File: src/rtl/slink_generic_fc_replay_nack.sv
// Link-layer replay buffer: holds application writes until they are acknowledged and rewinds the read pointer on nack.
// Optional macro SLINK_FC_REPLAY_TIMEOUT_EN adds an unacked-data timeout that behaves like a nack.
module slink_generic_fc_replay_nack #(
    parameter int DATA_WIDTH     = 32,
    parameter int DEPTH          = 8,
    parameter int ADDR_WIDTH     = $clog2(DEPTH),
    parameter int TIMEOUT_CYCLES = 256
) (
    input  logic                  link_clk,
    input  logic                  link_reset_n,
    input  logic                  enable,
    input  logic                  a2l_valid,
    output logic                  a2l_ready,
    input  logic [DATA_WIDTH-1:0] a2l_data,
    input  logic                  link_ack_update,
    input  logic [ADDR_WIDTH:0]   link_ack_addr,
    input  logic                  link_nack,
    output logic                  link_valid,
    output logic [DATA_WIDTH-1:0] link_data,
    output logic [ADDR_WIDTH:0]   link_cur_addr,
    input  logic                  link_advance,
    output logic                  replay_active,
    output logic                  ack_err,
    output logic [1:0]            dbg_state
);

    // Handshakes: a transfer happens on a cycle where valid and ready are both high
    // (a2l: a2l_valid/a2l_ready; link: link_valid/link_advance). Valid never depends on ready.
    typedef enum logic [1:0] {
        ST_IDLE   = 2'd0,
        ST_RUN    = 2'd1,
        ST_REPLAY = 2'd2
    } state_e;

    state_e                state_q, state_d;
    logic [ADDR_WIDTH:0]   wr_ptr_q, wr_ptr_d;
    logic [ADDR_WIDTH:0]   ack_ptr_q, ack_ptr_d;
    logic [ADDR_WIDTH:0]   rd_ptr_q, rd_ptr_d;
    logic [ADDR_WIDTH:0]   sent_ptr_q, sent_ptr_d;
    logic                  ack_err_q, ack_err_d;
    logic [DATA_WIDTH-1:0] mem_q [DEPTH];

    logic                  active;
    logic                  full;
    logic                  wr_fire;
    logic                  adv_fire;
    logic [ADDR_WIDTH:0]   ack_delta;
    logic [ADDR_WIDTH:0]   ack_span;
    logic                  ack_ok;
    logic [ADDR_WIDTH:0]   ack_new;
    logic                  tmo_fire;
    logic                  nack_eff;

    assign active        = (state_q != ST_IDLE);
    assign full          = (wr_ptr_q[ADDR_WIDTH] != ack_ptr_q[ADDR_WIDTH]) &&
                           (wr_ptr_q[ADDR_WIDTH-1:0] == ack_ptr_q[ADDR_WIDTH-1:0]);
    assign a2l_ready     = enable & active & ~full;
    assign link_valid    = enable & active & (rd_ptr_q != wr_ptr_q);
    assign link_data     = mem_q[rd_ptr_q[ADDR_WIDTH-1:0]];
    assign link_cur_addr = rd_ptr_q;
    assign replay_active = (state_q == ST_REPLAY);
    assign ack_err       = ack_err_q;
    assign dbg_state     = state_q;

    assign wr_fire  = a2l_valid & a2l_ready;
    assign adv_fire = link_valid & link_advance;

    // An ack may only move ack_ptr forward, and never past what has actually been sent.
    assign ack_delta = link_ack_addr - ack_ptr_q;
    assign ack_span  = sent_ptr_q - ack_ptr_q;
    assign ack_ok    = link_ack_update & (ack_delta <= ack_span);
    assign ack_new   = ack_ok ? link_ack_addr : ack_ptr_q;
    assign nack_eff  = link_nack | tmo_fire;

`ifdef SLINK_FC_REPLAY_TIMEOUT_EN
    localparam logic [15:0] TMO_LIMIT = 16'(TIMEOUT_CYCLES);

    logic [15:0] tmo_cnt_q, tmo_cnt_d;

    assign tmo_fire = active & (tmo_cnt_q == TMO_LIMIT);

    always_comb begin
        tmo_cnt_d = tmo_cnt_q;
        if (!enable || !active) begin
            tmo_cnt_d = '0;
        end else if (ack_ok || nack_eff) begin
            tmo_cnt_d = '0;
        end else if (ack_ptr_q != sent_ptr_q) begin
            tmo_cnt_d = tmo_cnt_q + 16'd1;
        end
    end

    always_ff @(posedge link_clk or negedge link_reset_n) begin
        if (!link_reset_n) begin
            tmo_cnt_q <= '0;
        end else begin
            tmo_cnt_q <= tmo_cnt_d;
        end
    end
`else
    logic unused_timeout;

    assign tmo_fire       = 1'b0;
    assign unused_timeout = (TIMEOUT_CYCLES != 0);
`endif

    always_comb begin
        state_d    = state_q;
        wr_ptr_d   = wr_ptr_q;
        ack_ptr_d  = ack_ptr_q;
        rd_ptr_d   = rd_ptr_q;
        sent_ptr_d = sent_ptr_q;
        ack_err_d  = 1'b0;
        if (!enable) begin
            state_d    = ST_IDLE;
            wr_ptr_d   = '0;
            ack_ptr_d  = '0;
            rd_ptr_d   = '0;
            sent_ptr_d = '0;
        end else if (state_q == ST_IDLE) begin
            state_d = ST_RUN;
        end else begin
            if (wr_fire) begin
                wr_ptr_d = wr_ptr_q + 1'b1;
            end
            ack_ptr_d = ack_new;
            ack_err_d = link_ack_update & ~ack_ok;
            // A rewind wins over a same-cycle advance and uses the freshly accepted ack.
            if (nack_eff) begin
                rd_ptr_d = ack_new;
            end else if (adv_fire) begin
                rd_ptr_d = rd_ptr_q + 1'b1;
            end
            if ((state_q == ST_RUN) && !nack_eff && adv_fire) begin
                sent_ptr_d = sent_ptr_q + 1'b1;
            end
            // Replaying exactly while the read pointer trails the high-water mark.
            state_d = (rd_ptr_d != sent_ptr_d) ? ST_REPLAY : ST_RUN;
        end
    end

    always_ff @(posedge link_clk or negedge link_reset_n) begin
        if (!link_reset_n) begin
            state_q    <= ST_IDLE;
            wr_ptr_q   <= '0;
            ack_ptr_q  <= '0;
            rd_ptr_q   <= '0;
            sent_ptr_q <= '0;
            ack_err_q  <= 1'b0;
        end else begin
            state_q    <= state_d;
            wr_ptr_q   <= wr_ptr_d;
            ack_ptr_q  <= ack_ptr_d;
            rd_ptr_q   <= rd_ptr_d;
            sent_ptr_q <= sent_ptr_d;
            ack_err_q  <= ack_err_d;
        end
    end

    // Storage is not reset; full protects every entry in [ack_ptr, wr_ptr).
    always_ff @(posedge link_clk) begin
        if (wr_fire) begin
            mem_q[wr_ptr_q[ADDR_WIDTH-1:0]] <= a2l_data;
        end
    end

endmodule
File: config.mk
export PLATFORM = sky130hd
export DESIGN_NAME = slink_generic_fc_replay_nack
export DESIGN_NICKNAME = d
export VERILOG_FILES = /design/src/rtl/slink_generic_fc_replay_nack.sv
export SDC_FILE = /design/constraint.sdc
export NUM_CORES = 1
export LEC_CHECK = 0
export BUFFER_PORTS_ARGS = -buffer_cell sky130_fd_sc_hd__buf_2
export CAP_MARGIN = 20
export CORE_ASPECT_RATIO = 0.9
export CORE_MARGIN = 5
export CORE_UTILIZATION = 25
export CTS_BUF_LIST = sky130_fd_sc_hd__clkbuf_8
export DETAILED_ROUTE_END_ITERATION = 8
export PLACE_DENSITY = 0.41
export SLEW_MARGIN = 10
export SYNTH_ARGS = -nofsm -noshare
export SYNTH_HDL_FRONTEND = slang
export SYNTH_SLANG_ARGS = --single-unit
File: constraint.sdc
create_clock -name link_clk -period 3.9 [get_ports link_clk]
set_clock_uncertainty 0.05 [all_clocks]
set_input_delay 0.78 -clock link_clk [delete_from_list [all_inputs] [get_ports link_clk]]
set_output_delay 0.78 -clock link_clk [all_outputs]
set_load 0.1 [all_outputs]
==> results of run 1 <==
## cells in the final DEF (no fill, tap or decap), types with 5 or more instances in the layout
cell type,instances
clkinv_2,5
dfrtp_1,16
clkinv_1,9
nand2_1,17
nor2_4,6
xor2_1,6
ha_1,13
clkbuf_8,48
buf_4,19
o2111ai_1,5
xnor2_1,16
buf_2,84
edfxtp_1,256
inv_1,29
o21ai_0,10
nand2b_1,6
nor2_1,15
and2_1,7
mux2_2,32
mux4_2,64
## layout make-up
class	count	share of cell area (%)
sequential	275	60.24
multi-input combinational	253	22.45
tap	600	5.534
clock buffer	48	4.870
timing repair buffer	107	4.741
clock inverter	39	1.891
inverter	10	0.2767
## critical path, delay by kind of cell (launching register included)
kind                   cells  cell delay (ns)
buffers and inverters      2             0.68
muxes                      2             0.84
DFF                        1             0.62
## through the flow
step	util (%)	TNS, ns	instances
after CTS	30.56	0	1332
after global placement	28.49	0	1245
after detailed placement	28.49	0	1245
final	30.56	0	1332
after floorplan	-	-6.085	564
after global routing	30.56	0	1332
## how the worst min path moves through the flow
stage | cells past startpoint | slack [ns] | from | to
2_1_floorplan | 0 | 0.43 | link_reset_n | ack_err
3_3_place_gp | 1 | 0.55 | ack_ptr_q[2] | ack_ptr_q[2]
3_5_place_dp | 1 | 0.52 | ack_ptr_q[2] | ack_ptr_q[2]
4_1_cts | 1 | 0.06 | link_reset_n | dbg_state[0]
5_1_grt | 1 | 0.12 | link_reset_n | dbg_state[0]
6_report | 1 | 0.10 | link_reset_n | dbg_state[0]
## report_power, final
group / total [W] / switching [W] / internal [W]
Combinational: 0.00458 / 0.00327 / 0.00131
Sequential: 0.00360 / 0.000230 / 0.00337
Clock: 0.00254 / 0.00118 / 0.00136
## flip-flops by register name (all words and copies together), names as in the netlist
register and cells:
link_cur_addr 4, dbg_state 2, ack_ptr_q 4, mem_q 256, wr_ptr_q 4, ack_err 1
sent_ptr_q 4
## cell usage after synthesis, drive strengths merged (2+ instances only)
library cell  count
dfrtp            19
nor2             21
nor4              2
ha               13
and2              7
and4              2
a21oi             4
xnor2            16
mux2             32
fa                2
nand2b            6
nand4             2
nor2b             4
o311ai            2
mux2i             2
a21o              3
edfxtp          256
xor2              7
o211ai            4
buf              15
a41oi             4
inv              10
nand3             3
o2111ai           5
clkbuf           11
a22o              3
o21ai            12
nor3              2
nand2            17
mux4             64
## cell families after synthesis
kind of cell / count (synthesis) / synth area share (%)
compound gates: 48 / 3.150
xor+xnor: 23 / 1.852
fa+ha+maj: 15 / 1.797
buf+inv: 36 / 1.409
flops: 275 / 72.36
mux: 98 / 16.15
simple gates: 69 / 3.283
## metal layers
| layer | wire (µm) | part of all wire, % |
|---|---|---|
| met1 | 12040 | 44 |
| met2 | 13430 | 49 |
| met3 | 1496 | 5.4 |
| met4 | 630 | 2.3 |
| met5 | 48 | 0.17 |
==> reports/metrics.csv, run 1 <==
stage,metric,value,unit
power,Cell Pwr Density,790.6,mW/mm²
synthesis,synth warn,0,
floorplanning,Vert. Die Dim,211.5,µm
synthesis,synth top area cells,"edfxtp_1 (68%), mux4_2 (13%), dfrtp_1 (4.2%)",
hold_path,HP Class,input pin to asynchronous set/reset pin,
timing,fin crit share,91.38,%
cts,CTS root buffer,clkbuf_8,
synthesis,Cells after Synth,564,
synthesis,sequential-to-total area share from yosys stat,72.36,%
global_route,largest net degree at the start of global routing,35,
cts,clock sinks,275,
cts,CTS tree,yes,
place,Post-Place Setup Slack,0.1527,ns
setup_path,Critical Path End Type,output pin,
place,Placed Area,0.01265,mm²
routing,post-DR wirelength/cell,20.75,µm
routing,TritonRoute pass-1 iters,4,
setup_path,Crit path arrival time,2.73,ns
layout,finished layout cell area,0.01357,mm²
place,PortBufs,84,
timing,Worst Max-Slew Pin Slew,0.7290,ns
setup_path,FF-to-FF End,dbg_state[0],
layout,layout cells sized above 1,38.25,%
global_route,met3 Track Usage GR,3.245,%
setup_path,worst-path maximum fanout,18,
place,dpl hpwl,16740,µm
power,Lkg Pwr,4.456,nW
layout,Fillers,4414,
timing,fmax,280.6,MHz
timing,RSZ-0062 raised after global routing,no,
cts,Clock Tree Buf Depth,3,
cts,H-tree depth,2,
floorplanning,core area,0.04439,mm²
floorplanning,Starting Density,25.41,%
floorplanning,I/O Pins,85,
synthesis,top cell type's share of synthesized area,68.15,%
run_status,status,"finished, final reports clean",
setup_path,crit path capture,link_data[5],
setup_path,"Slowest-stage cell, CP",dfrtp_4,
setup_path,FF-to-FF path depth,14,
layout,synthesis-to-layout area growth,20.25,%
timing,worst hold slack,0.1036,ns
layout,antenna cell count,0,
routing,vias,5806,
synthesis,"Avg Cell Area, Syn",20.00,µm²
setup_path,Setup crit start,link_cur_addr[0],
layout,area of the multi-input gates,0.003045,mm²
global_route,total grt overflow,0,
setup_path,max incr delay on CP,0.62,ns
place,Final Wtd Congestion,0.8194,
synthesis,Post-Syn Nets,622,
cts,Post-CTS Hold Buffers,0,
routing,final wirelength,27650,µm
cts,CTS Buf Count,47,
global_route,busiest grt layer,met2,
cts,CTS clock-pin slew for the worst setup and hold paths,0.06,ns
cts,Setup Buffers After CTS,0,
synthesis,Post-synth EDFFs,256,
global_route,Total GRT Usage,11.32,%
setup_path,R2R setup slack,0.38,ns
timing,final setup vio count,0,
routing,detailed-route vias per instance,4.359,
cts,Worst-Skew Late Latency,0.58,ns
routing,residual DRC count,0,
synthesis,Seq cells post-synth,275,
global_route,vias in the first global route,6357,
timing,final worst slack,0.3362,ns
synthesis,library cells used by synthesis,51,
global_route,first-pass GRT wire length,41500,µm
layout,register area,0.008172,mm²
power,Peak supply drop,0.7420,mV
synthesis,prevailing post-synth register cell,edfxtp_1,
job,Max-Cap Viols,0,
setup_path,Worst setup SP type,register,
power,total power,0.01072,W
timing,max_slew headroom,50.14,%
routing,Iter 0 DRT Violations,280,
timing,Final Hold Viols,0,
floorplanning,die width,233.9,µm
global_route,met1 usage,14.64,%
timing,fin. max-slew vios,0,
routing,Antenna Nets Post-Route,0,
global_route,GRT met2 Usage,18.43,%
cts,number of gates resized after CTS,0,
timing,min cycle time layout,3.564,ns
floorplanning,die area,0.04948,mm²
setup_path,Reg2Reg Launch Point,sent_ptr_q[0],
synthesis,asr flop ratio synth,6.909,%
setup_path,Worst EP required,3.07,ns
global_route,initial antenna violation count,4,
setup_path,Crit Path Category,register to output pin,
setup_path,crit-path cells,"buf_4, mux4_2, mux2_2, buf_2",
floorplanning,Row Count,73,
synthesis,post-synth top area cell,edfxtp_1,
layout,Layout Nets,752,
synthesis,mapped cell area,0.01128,mm²
Power figures use the tool's default switching activity.
==> run 2: changes to the inputs <==
--- a/config.mk
+++ b/config.mk
@@ -7,12 +7,14 @@
 export LEC_CHECK = 0
 export BUFFER_PORTS_ARGS = -buffer_cell sky130_fd_sc_hd__buf_2
 export CAP_MARGIN = 20
+export CELL_PAD_IN_SITES_DETAIL_PLACEMENT = 0
+export CELL_PAD_IN_SITES_GLOBAL_PLACEMENT = 1
 export CORE_ASPECT_RATIO = 0.9
 export CORE_MARGIN = 5
 export CORE_UTILIZATION = 25
 export CTS_BUF_LIST = sky130_fd_sc_hd__clkbuf_8
 export DETAILED_ROUTE_END_ITERATION = 8
-export PLACE_DENSITY = 0.41
+export PLACE_DENSITY = 0.45
 export SLEW_MARGIN = 10
 export SYNTH_ARGS = -nofsm -noshare
 export SYNTH_HDL_FRONTEND = slang
==> run 2 against run 1 <==
  * Cell count increased by 0.45%
  * Highest routed layer unchanged
  * First-iteration DRC count increased by 3.9%
  * Design area increased by 0.29%
  * Clock-buffer cell count increased by 2
  * Critical path type unchanged
==> reports/metrics.csv, run 2 (synthesis gave the netlist of run 1 again) <==
stage,metric,value,unit
global_route,Total GRT Usage,11.18,%
floorplanning,core area,0.04439,mm²
global_route,vias in the first global route,6586,
place,Placed Area,0.01262,mm²
routing,TritonRoute pass-1 iters,4,
power,Peak supply drop,0.4321,mV
hold_path,HP Class,input pin to asynchronous set/reset pin,
routing,detailed-route vias per instance,4.377,
place,PortBufs,84,
setup_path,FF-to-FF End,dbg_state[1],
timing,Worst Max-Slew Pin Slew,0.6290,ns
cts,CTS tree,yes,
floorplanning,Row Count,73,
setup_path,Setup crit start,link_cur_addr[0],
layout,synthesis-to-layout area growth,20.60,%
routing,post-DR wirelength/cell,20.39,µm
layout,Fillers,4430,
floorplanning,Starting Density,25.41,%
setup_path,Critical Path End Type,output pin,
global_route,largest net degree at the start of global routing,47,
setup_path,FF-to-FF path depth,13,
cts,CTS root buffer,clkbuf_8,
place,Cell Count Post-Placement,1245,
timing,max_slew headroom,58.07,%
layout,register area,0.008172,mm²
floorplanning,Vert. Die Dim,211.5,µm
setup_path,worst-path maximum fanout,18,
run_status,status,"finished, final reports clean",
layout,"commonest cells after routing, fill and taps aside","edfxtp_1 (256), buf_2 (84), mux4_2 (64)",
timing,fmax,275.1,MHz
setup_path,Worst EP required,3.07,ns
cts,Post-CTS Hold Buffers,0,
cts,CTS Buf Count,49,
layout,Layout Nets,755,
timing,final setup vio count,0,
setup_path,R2R setup slack,0.39,ns
layout,finished layout cell area,0.01360,mm²
job,Max-Cap Viols,0,
floorplanning,I/O Pins,85,
power,Lkg Pwr,4.452,nW
setup_path,Worst setup SP type,register,
cts,Worst-Skew Late Latency,0.59,ns
layout,max FFs per register,256,
global_route,initial antenna violation count,5,
routing,residual DRC count,0,
place,Final Wtd Congestion,0.7646,
setup_path,Crit path arrival time,2.81,ns
floorplanning,die width,233.9,µm
routing,vias,5856,
power,Cell Pwr Density,791.9,mW/mm²
cts,Clock Tree Buf Depth,3,
cts,H-tree depth,2,
timing,Final Hold Viols,0,
timing,fin crit share,93.22,%
layout,layout cells sized above 1,39.02,%
global_route,first-pass GRT wire length,41430,µm
layout,antenna cell count,0,
global_route,total grt overflow,0,
layout,Post-Layout Cell Count,1338,
cts,CTS clock-pin slew for the worst setup and hold paths,0.07,ns
setup_path,Reg2Reg Launch Point,sent_ptr_q[0],
layout,"most common cell after layout, fill and taps aside",edfxtp_1,
timing,min cycle time layout,3.636,ns
timing,fin. max-slew vios,0,
routing,Antenna Nets Post-Route,0,
setup_path,Crit Path Category,register to output pin,
timing,RSZ-0062 raised after global routing,no,
routing,final wirelength,27290,µm
cts,clock sinks,275,
floorplanning,die area,0.04948,mm²
place,dpl hpwl,16770,µm
layout,area of the multi-input gates,0.003045,mm²
routing,Iter 0 DRT Violations,291,
run 2: changes by cell type in the layout (fill, tap and decap cells not counted):
| cell | change |
|---|---|
| clkinvlp_4 | +1 |
| buf_4 | +2 |
| clkinv_2 | +5 |
| buf_16 | +1 |
| inv_12 | -1 |
| clkinv_1 | +7 |
| clkbuf_8 | +2 |
| inv_1 | -9 |
| buf_12 | -2 |
run 2: worst max path at each step:
| stage | slack, ns | end | cells after the start |
|---|---|---|---|
| floorplan | -0.06 | mem_q[3][0] | 5 |
| global placement | 0.20 | dbg_state[0] | 13 |
| detailed placement | 0.14 | dbg_state[0] | 13 |
| CTS | 0.12 | link_data[13] | 4 |
| global route | 0.06 | link_data[13] | 4 |
| finish | 0.26 | link_data[13] | 4 |
run 2: final cells by class:
class,instances,area share [%]
Inverter,10,0.2759
Sequential cell,275,60.07
Multi-Input combinational cell,253,22.39
Timing Repair Buffer,108,4.746
Tap cell,600,5.518
Clock inverter,42,1.950
Clock buffer,50,5.058
run 2: layer usage:
metal,GRT usage [%],vias to the layer above,wire [µm]
li1,-,2589,-
met1,13.68,3081,11600
met2,19.09,126,13590
met3,3.232,50,1469
met4,3.705,10,563
met5,0,-,60
run 2: metrics by stage:
step / utilization (%) / hold slack, ns / power [W] / worst slack (ns) / setup TNS [ns]
2_1_floorplan: - / 0.4344 / 0.007339 / -0.05506 / -6.085
3_3_place_gp: 28.44 / 0.5135 / 0.008246 / 0.2046 / 0
3_5_place_dp: 28.44 / 0.5316 / 0.008283 / 0.1425 / 0
4_1_cts: 30.65 / 0.04749 / 0.01098 / 0.1151 / 0
5_1_grt: 30.65 / 0.08638 / 0.01132 / 0.06206 / 0
6_report: 30.65 / 0.09376 / 0.01077 / 0.2645 / 0
run 2: critical path: stages, from the launching register on:
cell and delay (ns):
dfrtp_4 0.69, buf_4 0.36, mux4_2 0.55, mux2_2 0.29
buf_2 0.30
run 2: timing repair:
action	in CTS	in global routing
endpoints found under the setup margin	6	0
setup buffers	1	0
resized for setup	0	0
run 2: where the power goes:
group	total [W]	internal, W	switching [W]
logic	0.00457	0.00132	0.00325
registers	0.00360	0.00337	0.000230
clock network	0.00260	0.00141	0.00120
==> run 3: changes to the inputs <==
==> constraint.sdc (replaced) <==
create_clock -name link_clk -period 3.9 [get_ports link_clk]
set_clock_uncertainty 0.05 [all_clocks]
set_input_delay 0.39 -clock link_clk [delete_from_list [all_inputs] [get_ports link_clk]]
set_output_delay 0.39 -clock link_clk [all_outputs]
set_load 0.1 [all_outputs]
==> run 3 against run 2 <==
  * Clock-buffer cell count up 2
  * Wire length down 0.21%
  * Core utilization up 0.64 points
  * Non-clock buffer count up 29
  * Sequential power about the same
  * Clock power down 2%
  * Global-route usage about the same
  * Largest power group unchanged
==> reports/metrics.csv, run 3 (synthesis gave the netlist of run 1 again) <==
stage,metric,value,unit
run_status,status,"finished, final reports clean",
setup_path,FF-to-FF path depth,13,
global_route,Total GRT Usage,11.22,%
layout,layout cells sized above 1,36.35,%
timing,final worst slack,0.2159,ns
cts,Worst-Skew Late Latency,0.60,ns
routing,vias,5911,
place,Post-Place Setup Slack,0.3385,ns
layout,"commonest cells after routing, fill and taps aside","edfxtp_1 (256), buf_2 (84), mux4_2 (64)",
place,dpl hpwl,16300,µm
timing,Final Hold Viols,0,
setup_path,"Slowest-stage cell, CP",o311ai_0,
timing,TNS Setup,0,ns
timing,fin crit share,94.46,%
layout,max FFs per register,256,
routing,residual DRC count,0,
routing,detailed-route vias per instance,4.340,
floorplanning,Row Count,73,
cts,number of gates resized after CTS,0,
place,Final Wtd Congestion,0.8074,
setup_path,Crit path arrival time,4.17,ns
floorplanning,die area,0.04948,mm²
routing,Antenna Nets Post-Route,0,
setup_path,FF-to-FF End,dbg_state[0],
job,Max-Cap Viols,0,
hold_path,HP Class,input pin to register,
timing,Worst Max-Slew Pin Slew,0.7925,ns
place,PortBufs,84,
cts,CTS Buf Count,49,
hold_path,cell depth of the worst hold path,2,
cts,Clock Tree Buf Depth,3,
global_route,vias in the first global route,6684,
setup_path,crit-path cells,"inv_1, ha_1, a21o_1, a21oi_1, xnor2_1, ha_1, a21oi_1, nand2_1, o21a_1, o311ai_0, xnor2_1, nand3_1, o21ai_2",
routing,final wirelength,27230,µm
floorplanning,die width,233.9,µm
cts,clock sinks,275,
layout,"most common cell after layout, fill and taps aside",edfxtp_1,
timing,worst hold slack,0.08381,ns
hold_path,Hold Path End,ack_ptr_q[1],
setup_path,worst-path maximum fanout,6,
power,Cell Pwr Density,773.1,mW/mm²
setup_path,Worst EP required,4.38,ns
power,Lkg Pwr,4.561,nW
timing,fmax,271.4,MHz
floorplanning,core area,0.04439,mm²
cts,CTS tree,yes,
setup_path,Buf/Inv on CP,1,
timing,RSZ-0062 raised after global routing,no,
setup_path,largest delay contributor family on the critical path,compound AO/OA/AOI/OAI gates,
setup_path,Worst setup SP type,register,
floorplanning,Starting Density,25.41,%
global_route,initial antenna violation count,1,
routing,TritonRoute pass-1 iters,4,
timing,min cycle time layout,3.684,ns
layout,final core utilization,31.28,%
global_route,largest net degree at the start of global routing,47,
timing,fin. max-slew vios,0,
cts,CTS root buffer,clkbuf_8,
routing,Iter 0 DRT Violations,292,
setup_path,R2R setup slack,0.22,ns
timing,final setup vio count,0,
floorplanning,Vert. Die Dim,211.5,µm
cts,H-tree depth,2,
timing,max_slew headroom,47.17,%
power,Peak supply drop,0.6065,mV
layout,antenna cell count,0,
routing,post-DR wirelength/cell,19.99,µm
global_route,total grt overflow,0,
setup_path,Crit Path Category,register to register,
hold_path,hold path startpoint,link_ack_addr[1],
layout,Fillers,4403,
layout,Layout Nets,784,
setup_path,Reg2Reg Launch Point,ack_ptr_q[1],
setup_path,Critical Path End Type,register,
setup_path,max incr delay on CP,0.64,ns
cts,CTS clock-pin slew for the worst setup and hold paths,0.06,ns
floorplanning,I/O Pins,85,
layout,synthesis-to-layout area growth,23.10,%
global_route,first-pass GRT wire length,41510,µm
-- run 3: changes by cell type in the layout (fill, tap and decap cells not counted), sizes merged --
cell,before,now
dlygate4sd3,0,36
clkinv,26,17
buf,108,101
inv,22,26
clkbuf,50,52
bufinv,3,2
clkinvlp,1,0
-- run 3: layer usage --
metal | share of wire, % | GRT usage (%)
met3 | 5.7 | 3.125
met4 | 2.7 | 4.211
met5 | 0.029 | 0
met1 | 44 | 14.28
met2 | 48 | 18.33
-- run 3: power breakdown --
group / switching (W) / total [W] / internal (W)
Combinational: 0.00327 / 0.00458 / 0.00131
Sequential: 0.000240 / 0.00361 / 0.00337
Clock: 0.00118 / 0.00254 / 0.00137
Total: 0.00469 / 0.0107 / 0.00605
-- run 3: worst max path at each step --
stage | end | depth (start not counted) | start | slack (ns)
after detailed placement | dbg_state[0] | 13 | ack_ptr_q[1] | 0.34
after CTS | link_data[31] | 4 | link_cur_addr[0] | 0.15
after floorplan | mem_q[3][0] | 5 | dbg_state[1] | -0.06
after global placement | dbg_state[0] | 13 | ack_ptr_q[1] | 0.50
final | dbg_state[0] | 13 | ack_ptr_q[1] | 0.22
after global routing | dbg_state[1] | 12 | ack_ptr_q[1] | 0.001
-- run 3: timing repair --
item,CTS,global route
hold buffers,36,0
buffers inserted,0,0
hold endpoints to repair,267,0
-- run 3: per-stage QoR --
| step | total power [W] | cells | area [µm²] |
|---|---|---|---|
| 2_1_floorplan | 0.007339 | 564 | 11340 |
| 3_3_place_gp | 0.008237 | 1239 | 12600 |
| 3_5_place_dp | 0.008287 | 1239 | 12600 |
| 4_1_cts | 0.01094 | 1362 | 13890 |
| 5_1_grt | 0.01129 | 1362 | 13890 |
| 6_report | 0.01074 | 1362 | 13890 |
-- run 3: layout make-up --
| class | instances | area [µm²] | area share (%) |
|---|---|---|---|
| Clock buffer | 52 | 715.7 | 5.154 |
| Clock inverter | 35 | 207.7 | 1.496 |
| Timing Repair Buffer | 137 | 958.4 | 6.902 |
| Inverter | 10 | 37.54 | 0.2703 |
| Tap cell | 600 | 750.7 | 5.406 |
| Multi-Input combinational cell | 253 | 3045 | 21.93 |
| Sequential cell | 275 | 8172 | 58.84 |
